[config.mk]
export PLATFORM = sky130hd
export DESIGN_NAME = data_memory_sized
export DESIGN_NICKNAME = d
export VERILOG_FILES = /design/src/rtl/dmem_pkg.sv /design/src/rtl/dmem_byte_lane.sv /design/src/rtl/data_memory_sized.sv
export SDC_FILE = /design/constraint.sdc
export NUM_CORES = 1
export LEC_CHECK = 0
export CORE_ASPECT_RATIO = 1.1
export CORE_MARGIN = 4
export CORE_UTILIZATION = 45
export CTS_CLUSTER_SIZE = 24
export DETAILED_ROUTE_END_ITERATION = 12
export GPL_ROUTABILITY_DRIVEN = 1
export GPL_TIMING_DRIVEN = 1
export SKIP_CTS_REPAIR_TIMING = 1
export SYNTH_ARGS = -nofsm -noshare
export SYNTH_HDL_FRONTEND = slang
export SYNTH_SLANG_ARGS = --single-unit
[constraint.sdc]
create_clock -name CLK -period 2.35 [get_ports CLK]
set_clock_uncertainty 0.1 [all_clocks]
set_input_delay 0.47 -clock CLK [delete_from_list [all_inputs] [get_ports CLK]]
set_output_delay 0.47 -clock CLK [all_outputs]
set_load 0.1 [all_outputs]
[src/rtl/dmem_pkg.sv]
// Shared encodings and helpers for the sized data memory.
package dmem_pkg;

   // Access size as presented on the Size port.
   typedef enum logic [1:0] {
      SZ_BYTE = 2'd0,
      SZ_HALF = 2'd1,
      SZ_WORD = 2'd2,
      SZ_BAD  = 2'd3
   } size_e;

   // Number of bytes touched by an access; 0 marks an illegal size.
   function automatic int size_bytes(size_e sz, int word_bytes);
      case (sz)
         SZ_BYTE: return 1;
         SZ_HALF: return 2;
         SZ_WORD: return word_bytes;
         default: return 0;
      endcase
   endfunction

endpackage

[src/rtl/dmem_byte_lane.sv]
// One byte-wide RAM bank: synchronous write, asynchronous read.
module dmem_byte_lane #(
   parameter int ROWS  = 32,
   parameter int ROW_W = 5
) (
   input  logic             clk,
   input  logic             we,
   input  logic [ROW_W-1:0] row,
   input  logic [7:0]       wdata,
   output logic [7:0]       rdata
);

   logic [7:0] mem [ROWS];

   // Commit the addressed byte on the rising edge when enabled.
   // NOTE: the storage array has no reset branch; clearing it would turn the RAM into flops.
   always_ff @(posedge clk) begin
      if (we) mem[row] <= wdata;
   end

   assign rdata = mem[row];

endmodule

[src/rtl/data_memory_sized.sv]
// Big-endian byte-addressable data memory with sized, extended loads,
// fault detection and a registered one-cycle response.
module data_memory_sized
   import dmem_pkg::*;
#(
   parameter int DATA_W      = 32,
   parameter int DEPTH_BYTES = 128,
   parameter int ADDR_W      = 32
) (
   input  logic              CLK,
   input  logic              RST_n,
   input  logic              Req,
   input  logic              WR,
   input  logic [1:0]        Size,
   input  logic              Unsigned,
   input  logic [ADDR_W-1:0] DAddr,
   input  logic [DATA_W-1:0] DataIn,
   output logic [DATA_W-1:0] DataOut,
   output logic              RValid,
   output logic              Fault
);

   // Lanes hold one byte each; lane 0 is the lowest address in a row (the MSB of a word).
   localparam int NB     = DATA_W / 8;
   localparam int LANE_W = $clog2(NB);
   localparam int ROWS   = DEPTH_BYTES / NB;
   localparam int ROW_W  = $clog2(ROWS);

   int                nbytes;
   int                offset;
   logic              fault;
   logic              access_ok;
   logic [ADDR_W:0]   end_addr;
   logic [ROW_W-1:0]  row;
   logic              lane_we    [NB];
   logic [7:0]        lane_wdata [NB];
   logic [7:0]        rd_data    [NB];
   logic [DATA_W-1:0] raw;
   logic [DATA_W-1:0] mask;
   logic              sign;
   logic [DATA_W-1:0] load_data;

   // Decode size, alignment and range; end_addr has a carry bit so high addresses never wrap.
   always_comb begin
      nbytes    = size_bytes(size_e'(Size), NB);
      end_addr  = {1'b0, DAddr} + (ADDR_W+1)'(nbytes);
      fault     = (nbytes == 0) || (nbytes > NB)
                || ((size_e'(Size) == SZ_HALF) && DAddr[0])
                || ((size_e'(Size) == SZ_WORD) && (|DAddr[LANE_W-1:0]))
                || (end_addr > (ADDR_W+1)'(DEPTH_BYTES));
      // Writes are blocked while reset is low so a store racing reset release is dropped.
      access_ok = Req && !fault && RST_n;
      offset    = int'(DAddr[LANE_W-1:0]);
      row       = DAddr[LANE_W +: ROW_W];
   end

   // Steer right-justified store data onto the addressed lanes, MSB at the lowest address.
   // NOTE: every lane output gets a default before the loop so no latch is inferred.
   always_comb begin
      for (int l = 0; l < NB; l++) begin
         lane_we[l]    = 1'b0;
         lane_wdata[l] = 8'h00;
         if ((l >= offset) && (l - offset < nbytes)) begin
            lane_we[l]    = access_ok && WR;
            lane_wdata[l] = DataIn[(nbytes - 1 - (l - offset)) * 8 +: 8];
         end
      end
   end

   for (genvar g = 0; g < NB; g++) begin : g_lane
      dmem_byte_lane #(
         .ROWS  (ROWS),
         .ROW_W (ROW_W)
      ) u_lane (
         .clk   (CLK),
         .we    (lane_we[g]),
         .row   (row),
         .wdata (lane_wdata[g]),
         .rdata (rd_data[g])
      );
   end

   // Assemble the loaded bytes big-endian and sign- or zero-extend to the full width.
   always_comb begin
      raw  = '0;
      mask = '0;
      sign = 1'b0;
      for (int k = 0; k < NB; k++) begin
         if ((k < nbytes) && (offset + k < NB)) begin
            if (k == 0) sign = rd_data[LANE_W'(offset)][7];
            raw  = (raw << 8) | DATA_W'(rd_data[LANE_W'(offset + k)]);
            mask = (mask << 8) | DATA_W'(8'hFF);
         end
      end
      load_data = (!Unsigned && sign) ? (raw | ~mask) : raw;
   end

   // Response registers: load data with RValid, or Fault, for the request sampled at this edge.
   // NOTE: state is updated with non-blocking assignments so every flop sees pre-edge values.
   always_ff @(posedge CLK or negedge RST_n) begin
      if (!RST_n) begin
         DataOut <= '0;
         RValid  <= 1'b0;
         Fault   <= 1'b0;
      end else begin
         RValid <= Req && !WR && !fault;
         Fault  <= Req && fault;
         if (Req && !WR && !fault) DataOut <= load_data;
      end
   end

endmodule

# ---- After elaboration in Yosys (flattened, before gate mapping)
# Memories as Yosys holds them, arrays and structs flattened.
# Index checks and enable logic that the tools add are counted.
dict set report totals {
  reg_bits 34
  latchBits 0
  ramBits 1024
  rom_bits 0
  inputBits 71
  out_inout_bits 34
  wordCells 123
  n_memories 4
}
dict set report classes {
  n_addsub 13
  mul 0
  n_div 0
  magnitude_cmp 22
  eq_ne 2
  shift 4
  muxes 39
  n_bitwise 9
  reduce_logical 27
}
# memory words word_bits read_ports rd_ports_with_merged_regs write_ports line
set memory_table {}
lappend memory_table {{g_lane[0].u_lane.mem} 32 8 1 0 1 dmem_byte_lane.sv:13} ;# logic [7:0] mem [ROWS];
lappend memory_table {{g_lane[1].u_lane.mem} 32 8 1 0 1 dmem_byte_lane.sv:13}
lappend memory_table {{g_lane[2].u_lane.mem} 32 8 1 0 1 dmem_byte_lane.sv:13}
lappend memory_table {{g_lane[3].u_lane.mem} 32 8 1 0 1 dmem_byte_lane.sv:13}
# op n
set op_table {}
lappend op_table {{$mux W32} 7}
lappend op_table {{$shiftx A32 B32 Y8} 4}
lappend op_table {{$mux W8} 14}
lappend op_table {{$lt A32 B4 Y1 const B} 3}
lappend op_table {{$or A32 B8 Y32} 3}
lappend op_table {{$bmux W8 S2} 4}
lappend op_table {{$add A32 B33 Y33} 1}
lappend op_table {{$gt A33 B8 Y1 const B} 1}
lappend op_table {{$gt A32 B4 Y1 const B} 1}
lappend op_table {{$logic_not A32 Y1} 1}
lappend op_table {{$lt A1 B32 Y1 const A} 1}
lappend op_table {{$lt A2 B32 Y1 const A} 1}
lappend op_table {{$not A32 Y32} 1}
lappend op_table {{$or A32 B32 Y32} 1}
lappend op_table {{$sub A4 B3 Y5} 4}
lappend op_table {{$logic_and A1 B1 Y1} 17}
lappend op_table {{$lt A3 B4 Y1} 4}
lappend op_table {{$mux W1} 13}
lappend op_table {{$ge A2 B3 Y1 const B} 4}
lappend op_table {{$pmux W3 S3} 1}
lappend op_table {{$not A2 Y2} 4}
lappend op_table {{$add A2 B2 Y3 const B} 2}
lappend op_table {{$lt A2 B3 Y1 const A} 2}
lappend op_table {{$sub A1 B2 Y3 const A} 2}
lappend op_table {{other kinds (12)} 20}

# ---- Depth between registers and ports, before layout
# Gate-level depths: netlist of run 1.
dict set report logic_depth {
  ltp_word 14
  mapped_depth 17
  depth_no_buf 14
}

# ---- Hierarchy
# From an unflattened synthesis of run 1, not the netlist that was laid out.
dict set report hier_totals {
  hier_cells 2818
  area_unflattened_um2 45292.2
}
# mod n_inst cells_per_inst area_per_inst_um2 seq_area_each_um2
set by_module_without_submodules {}
lappend by_module_without_submodules {dmem_byte_lane 4 568 10045.9 7687.4}
lappend by_module_without_submodules {data_memory_sized 1 546 5108.6 850.8}

# ---- Least setup slack after synthesis of run 1
# No wires, ideal clock.
dict set report synth_path {
  path_kind {input-to-reg}
  from {input port DAddr[1]}
  to {memory g_lane[0].u_lane.mem[24][0] (enable)}
  setup_time_ns 0.395
  t_arrival_ns 4.945
  t_required_ns 1.855
  setup_slack_ns -3.089
  path_stages 15
  path_buffers 4
  path_cell_list {buf_1 inv_2 buf_1 ha_1 ha_1 a211o_1 a32oi_2 a41oi_1 o22a_1 a2111oi_2 nand4_1 or3_1 buf_6 buf_2 nor4_1}
}
dict set report synth_via {
  elab_chain_cells 11
  word_cells_on_any_way 17
  classes_between {add/sub: 2; order compare: 3; mux: 3; reduce/logical: 9}
}
# item line
set synth_lines {}
lappend synth_lines {{from (decl)} data_memory_sized.sv:16} ;# input logic [ADDR_W-1:0] DAddr,
lappend synth_lines {{branches (longest 8 deep; another with $add A32 B33 Y33)} -}
lappend synth_lines {{$mux W1 *} data_memory_sized.sv:63} ;# if ((l >= offset) && (l - offset < nbytes)) begin
lappend synth_lines {{$mux W1 *} dmem_byte_lane.sv:18} ;# if (we) mem[row] <= wdata;
lappend synth_lines {{$mux W1 (implied by the code) *} dmem_byte_lane.sv:18}
lappend synth_lines {{to (decl)} dmem_byte_lane.sv:13}
# Mark *: on every way between the ends.

# ---- Final worst setup path of run 1
dict set report layout_path {
  from {input port Size[1]}
  to {memory g_lane[3].u_lane.mem[4][4] (enable)}
}
dict set report layout_via {
  elab_chain_cells 14
  word_cells_on_any_way 23
  classes_between {add/sub: 1; order compare: 3; eq/ne: 2; mux: 4; reduce/logical: 13}
}
# item line
set layout_lines {}
lappend layout_lines {{from (decl)} data_memory_sized.sv:14} ;# input logic [1:0] Size,
lappend layout_lines {{branches (longest 11 deep; another with $add A32 B33 Y33)} -}
lappend layout_lines {{$mux W1 *} data_memory_sized.sv:63}
lappend layout_lines {{$mux W1 *} dmem_byte_lane.sv:18}
lappend layout_lines {{$mux W1 (implied by the code) *} dmem_byte_lane.sv:18}
lappend layout_lines {{to (decl)} dmem_byte_lane.sv:13}
# Marked as above.

==> results of run 1 <==
## sequential cells by signal, summed over array words and instances, names as in the netlist
| name | flops |
|---|---|
| g_lane.u_lane.mem | 1024 |
| DataOut | 32 |
| Fault | 1 |
| RValid | 1 |
## worst reg2reg max path, delay by kind of cell, from the launching register on
family	cells	cell delay [ns]
multiplexers	3	1.03
AND/OR/NAND/NOR	2	0.80
buffers and inverters	2	0.35
flip-flops	1	0.41
AO/OA/AOI/OAI	3	0.42
## synth_stat cells (11+ instances only)
cell type  count
and3_1        19
clkbuf_1     105
nand3_1       21
mux2_2        30
o22ai_1      271
buf_2         27
inv_1         16
a2bb2oi_1     11
a211oi_1      19
edfxtp_1    1024
mux2i_1      530
a21o_1        16
nor2_1        91
buf_1         65
o21ai_0       26
or3_1         13
nand4_1       13
ha_1          27
nor4_2        23
a21oi_1       29
nand2b_1      18
xnor2_1       13
nor4_1       134
nor2b_1       14
dfrtp_1       34
nand2_1       70
mux4_2        39
nor3_1        12
## how the worst max path moves through the flow
stage	from	depth (start not counted)	slack (ns)	to
after floorplan	DAddr[1]	16	-2.38	g_lane[0].u_lane.mem[2][0]
after global placement	Size[1]	17	-2.52	g_lane[0].u_lane.mem[30][3]
after detailed placement	Size[0]	16	-2.59	g_lane[2].u_lane.mem[15][3]
after CTS	Size[0]	16	-1.92	g_lane[2].u_lane.mem[21][6]
after global routing	DAddr[12]	16	-1.46	g_lane[1].u_lane.mem[13][7]
final	Size[1]	16	-1.35	g_lane[3].u_lane.mem[4][4]
## power groups by stage
stage / clock network (mW) / registers, mW / logic [mW]
2_1_floorplan: 0 / 21.2 / 2.12
3_3_place_gp: 0 / 21.2 / 4.81
3_5_place_dp: 0 / 21.2 / 4.86
4_1_cts: 16.7 / 20.8 / 4.87
5_1_grt: 17.6 / 20.8 / 5.17
6_report: 16.5 / 20.8 / 4.93
## routing by layer
layer,global-route usage,up-vias
met2,0.4247,1392
li1,-,12884
met5,0,-
met3,0.04624,281
met1,0.3470,14819
met4,0.08775,2
## through the flow
step	utilization	TNS (ns)	cells	power [mW]	hold WS (ns)
floorplan	-	-3498.47	2836	23.34	0.07441
global placement	0.5563	-4242.74	4692	26.00	0.3921
detailed placement	0.5563	-4301.62	4692	26.05	0.4043
CTS	0.5907	-2837.68	4880	42.36	-0.2218
global route	0.5990	-2086.71	4901	43.52	0.4098
finish	0.5990	-1898.54	4901	42.23	0.3606
## area by class of cell
cell class                 count  area share
sequential                  1058      0.5304
multi-input combinational   1555      0.2466
timing repair buffer         790      0.1367
clock buffer                 112     0.04312
tap                         1291     0.02711
clock inverter                76     0.01434
inverter                      19    0.001659
## cells by family after synthesis
logic type | Yosys count | synth area share
buffers and inverters | 223 | 0.02023
multiplexers | 601 | 0.1445
AND/OR/NAND/NOR | 467 | 0.06016
AO/OA/AOI/OAI | 436 | 0.06406
adder cells (fa/ha/maj) | 31 | 0.009230
flip-flops | 1058 | 0.6979
XOR/XNOR | 20 | 0.003869
## layout by cell type, fill, tap and decap left out, types with 12 or more instances in the layout
cell             synthesis  routed
mux2i_1                530     529
a21oi_1                 29      28
xnor2_1                 13      12
nand3_1                 21      18
inv_1                   16      13
nor2_4                   0      12
clkdlybuf4s50_1          0      59
a21o_1                  16      16
nor2_1                  91      78
bufinv_16                0      12
o21ai_0                 26      22
mux4_2                  39      39
nor4_1                 134      61
clkinv_1                 0      18
edfxtp_1              1024    1024
clkbuf_16                0     104
buf_4                    2     500
nand4_1                 13      13
o22ai_1                271     270
buf_12                   0     126
clkinv_2                 0      17
and3_1                  19      19
mux2_2                  30      30
nand2b_1                18      17
nand2_1                 70      68
nor4_4                   0      90
buf_6                    5      83
a211oi_4                 1      17
dfrtp_1                 34      34
ha_1                    27      21
==> metrics.md, run 1 <==
| Metric | Value |
|---|---|
| Layout cells sized above 1 | 0.3199 |
| Slowest cell on the critical path | or3_4 |
| Final setup viols | between 2000 and 2500 |
| Design area | between 0.05 and 0.06 sq mm |
| I/O pins | between 100 and 150 |
| Register Area | 0.03160 sq mm |
| Most used cell, CP | ha_4 |
| NumNets Final | 3627 |
| Worst Hold Class | primary input to asynchronous set/reset pin |
| Sw Share | 0.2370 |
| Period utilisation layout | 1.576 |
| Pwr dens | approximately 710 mW/mm^2 |
| Worst path cell trace | buf_8, inv_6, ha_4, inv_4, ha_4, ha_4, a211o_1, a32o_2, and4_1, a211o_1, a211oi_2, nand4_1, or3_4, buf_12, or2_4, nor2_4 |
| Comb pwr share | 0.117 |
| CP Capture Type | flip-flop |
| Status | complete, but fails checks |
| Avg Cell Area, Syn | 15.97 sq um |
| Worst-path maximum fanout | 8 |
| Post-synth ARST share | 0.03214 |
| Slew of the pin with the lowest slew margin | between 0.7 and 0.8 ns |
| Mapped Cells | ~2800 |
| WP data arrival | about 3.9 ns |
| Vias per cell | around 6.0 |
| Total clock sinks | 1058 |
| Cts bufs inserted | slightly above 100 |
| Max clock buf depth | 3 |
| RSZ-0062 raised after global routing | true |
| Worst R2R Path Depth | 10 |
| Critical Path Max Stage Delay | approximately 0.47 ns |
| Internal power | 32.22 mW |
| Met1 WL | 55.32 mm |
| Starting Density | 0.4552 |
| Max Slew Vio Count | 0 |
| HPWL after DPL | approximately 96 mm |
| Hold Fails Final Rpt | 0 |
| Family with the most delay on the worst path | simple AND/OR/NAND/NOR gates |
| Sw power | 10.01 mW |
| Synth area leader | edfxtp_1 |
| Achievable frequency | approximately 270 MHz |
| Pleak | between 20 and 25 nW |
| Register area share after synthesis | 0.6979 |
| Synthesized cell area | ~0.045 sq mm |
| Setup WS post-layout | -1.354 ns |
| Setup Crit Path Kind | primary input to flip-flop |
| First-pass GRT wire length | around 200 mm |
| Antenna violations before repair | 3 |
| CP Launch Type | primary input |
| Routed met3 length | between 10 and 15 mm |
| Die area | ~0.11 sq mm |
| H-Tree Level Count | 3 |
| Yosys reg bits | roughly 1100 |
| Post-Place Setup Slack | -2.589 ns |
| Yosys warnings | 0 |
| Largest net degree at the start of global routing | 35 |
| Total GRT Usage | 0.2578 |
| Maximum VDD drop | ~0.63 mV |
| DR WL met2 | 66.74 mm |
| Post-route ant nets | 0 |
| Core area | roughly 0.099 sq mm |
| EDFF count, synth | ~1000 |
| Synth top area share | 0.6791 |
| Worst-path clk slew | about 0.070 ns |
| Clock Power Share | 0.391 |
| Distinct cells, synth | 80 |
| Failing checks | negative setup slack |
| Synth area leaders | edfxtp_1 68%, mux2i_1 12%, o22ai_1 3.7%, mux4_2 1.9%, dfrtp_1 1.9% |
| Clk_lat worst skew | ~0.7 ns |
| ANT cells | 0 |
| Die height | 340.7 microns |
| Top Layer Used | met5 |
| Crit path buffers/inverters | 4 |
| FF-to-FF setup slack | -0.88 ns |
| Main synth FF type | edfxtp_1 |
| First DRT Iteration DRCs | just over 3000 |
| Rows | ~120 |
| CTS tree | done |
| Pre-antenna DRT Iters | 6 |
| Multi-input logic area | roughly 0.015 sq mm |
| Placed cell area | 0.05533 sq mm |
| Input/output buffers | between 100 and 150 |
| Vias in the first global route | between 20000 and 30000 |
| Area Overhead vs Synth | 31.58% |
| Global route overflow | 0 |
| FF-to-FF Start | g_lane[2].u_lane.mem[11][3] |
| Share of power burned in registers | 0.492 |
| Minimum clock period | between 3 and 4 ns |
| Data required time of the worst path | between 2 and 3 ns |
| Slew headroom | 0.5045 |
| Syn_nets | roughly 2900 |
| Die width | 310.4 microns |
| Routed wire length | 138.7 mm |
| Worst r2r dst | DataOut[3] |
| Routed WL per cell | 28.31 microns |
| Clk root buf | clkbuf_16 |
| GP Congestion | approximately 0.95 |
| Residual DRC | 0 |
| Maximum Capacitance Violations | 0 |
| Vias | between 20000 and 30000 |
| Fillers | a little over 7000 |
Note: power is estimated with default switching activity, not from simulation.
==> run 2, diff against run 1 <==
==> constraint.sdc (replaced) <==
create_clock -name CLK -period 3.3 [get_ports CLK]
set_clock_uncertainty 0.1 [all_clocks]
set_input_delay 0.66 -clock CLK [delete_from_list [all_inputs] [get_ports CLK]]
set_output_delay 0.66 -clock CLK [all_outputs]
set_load 0.05 [all_outputs]
==> metrics.md, run 2 (same netlist as run 1, synthesis figures left out) <==
| Metric | Value |
|---|---|
| CP Launch Type | primary input |
| Placed cell area | 0.05530 sq mm |
| Residual DRC | 0 |
| ANT cells | 0 |
| FF-to-FF setup slack | roughly 0.04 ns |
| Worst R2R Path Depth | 9 |
| Clk root buf | clkbuf_16 |
| CP Capture Type | flip-flop |
| Maximum Capacitance Violations | 0 |
| Clk_lat worst skew | roughly 0.70 ns |
| Global route overflow | 0 |
| Largest regs | g_lane.u_lane.mem: 1024 flops, DataOut: 32 flops |
| GP Congestion | approximately 0.96 |
| Final Non-Filler Cells | 4895 |
| WP data arrival | around 4.4 ns |
| Slowest cell on the critical path | or3_4 |
| Total GRT Usage | 0.2588 |
| Max FFs per register | 1024 |
| H-Tree Level Count | 3 |
| Status | complete, but fails checks |
| Failing checks | negative setup slack |
| Worst r2r dst | DataOut[7] |
| First-pass GRT wire length | 199.8 mm |
| Critical Path Max Stage Delay | between 0.4 and 0.5 ns |
| Input/output buffers | 104 |
| CP startpoint | Size[1] |
| Cell total after placement | about 4700 |
| Period utilisation layout | 1.227 |
| Antenna violations before repair | 2 |
| Largest net degree at the start of global routing | 35 |
| Biggest register | g_lane.u_lane.mem |
| Vias per cell | ~6 |
| Hold Fails Final Rpt | 0 |
| Routed wire length | roughly 140 mm |
| Crit path buffers/inverters | 9 |
| Worst Hold Class | flip-flop to flip-flop |
| Final setup viols | 1090 |
| Rows | around 120 |
| Max Slew Vio Count | 0 |
| Die width | ~310 microns |
| Die height | between 300 and 400 microns |
| CTS tree | done |
| Die area | between 0.1 and 0.15 sq mm |
| Commonest non-fill, non-tap cells in the layout | 1024 x edfxtp_1, 530 x mux2i_1, 466 x buf_4, 270 x o22ai_1, 128 x buf_12 |
| HPWL after DPL | just under 100 mm |
| Post-route ant nets | 0 |
| Pwr dens | 508.6 mW/mm^2 |
| I/O pins | roughly 110 |
| Pre-antenna DRT Iters | 5 |
| Data required time of the worst path | ~3.6 ns |
| Cts bufs inserted | between 100 and 150 |
| WP depth | 20 |
| Max clock buf depth | 3 |
| Worst-path clk slew | 0.06 ns |
| Vias in the first global route | 29291 |
| Setup Crit Path Kind | primary input to flip-flop |
| Design area | around 0.06 sq mm |
| Maximum VDD drop | 0.3702 mV |
| Worst path cell trace | buf_8, inv_8, ha_4, inv_4, ha_4, ha_4, a211o_1, a32oi_4, buf_6, nor3_4, buf_4, nand4_1, a2111oi_4, nand4_1, or3_4, buf_12, clkbuf_16, buf_16, nor4_4, buf_4 |
| Starting Density | 0.4552 |
| Min Hold Slack | 0.4096 ns |
| Setup WS post-layout | -0.7481 ns |
| Most common cell after layout, fill and taps aside | edfxtp_1 |
| Routed WL per cell | about 29 microns |
| Family with the most delay on the worst path | buffers and inverters |
| Total clock sinks | 1058 |
| Vias | 29318 |
| Worst-path maximum fanout | 6 |
| RSZ-0062 raised after global routing | true |
| Slew headroom | 0.3084 |
| Post-Place Setup Slack | -1.788 ns |
| Area Overhead vs Synth | 31.96% |
| NumNets Final | around 3600 |
| Layout cells sized above 1 | 0.3077 |
| Minimum clock period | 4.048 ns |
| Core area | a little under 0.1 sq mm |
| First DRT Iteration DRCs | 2967 |
| Final core occ | 0.6007 |
| FF-to-FF Start | g_lane[1].u_lane.mem[3][7] |
| Most used cell, CP | ha_4 |
| Pleak | 20.77 nW |
| Slew of the pin with the lowest slew margin | 1.035 ns |
| Achievable frequency | 247.0 MHz |
| Crit path to | g_lane[0].u_lane.mem[30][3] |
run 2: changes by cell type in the layout (fill, tap and decap cells not counted), moves of 3 or more:
cell,before,now
nor4_2,6,11
buf_16,2,5
buf_8,8,3
buf_6,83,71
nor4_1,61,58
dlymetal6s2s_1,6,3
clkdlybuf4s50_1,59,96
clkinv_16,4,1
bufinv_16,12,15
clkbuf_16,104,110
buf_4,500,466
run 2: worst min path at each step:
stage	to	start	cells past startpoint
6_report	DataOut[24]	DataOut[24]	1
2_1_floorplan	DataOut[0]	RST_n	0
3_5_place_dp	DataOut[24]	DataOut[24]	1
5_1_grt	DataOut[25]	DataOut[25]	1
4_1_cts	Fault	RST_n	2
3_3_place_gp	DataOut[24]	DataOut[24]	1
run 2: power breakdown:
part	leakage (nW)	switching (mW)	internal (mW)
combinational	11.4	2.02	1.49
sequential	7.71	0.000222	14.8
clock	1.68	5.13	6.95
run 2: per-layer routing:
metal,routed length [microns],up-vias,GRT usage
met1,57290,14794,0.3610
met3,10760,238,0.03202
met5,0,-,0
li1,-,12844,-
met4,4580,0,0.08698
met2,67200,1442,0.4236
run 2: cell type report:
cell class,instances,area [sq um]
Sequential cell,1058,31600
Multi-Input combinational cell,1555,14700
Inverter,19,101.3
Clock buffer,115,2623
Fill cell,7164,39720
Timing Repair Buffer,782,8237
Tap cell,1291,1615
Clock inverter,75,868.3
run 2: worst reg2reg max path: stages (launching register included):
cell	delay, ns
edfxtp_1	0.39
mux2i_1	0.40
o22ai_1	0.15
nor4_1	0.39
nand2_1	0.30
mux4_2	0.57
a22oi_1	0.25
nor2_1	0.07
o22a_1	0.27
mux2_2	0.28
run 2: stage by stage:
stage          power (mW)   TNS, ns
2_1_floorplan       16.62  -1916.18
5_1_grt             31.27   -757.39
6_report            30.39   -605.65
4_1_cts             30.49  -1221.01
3_5_place_dp        18.54  -2680.32
3_3_place_gp        18.50  -2608.72
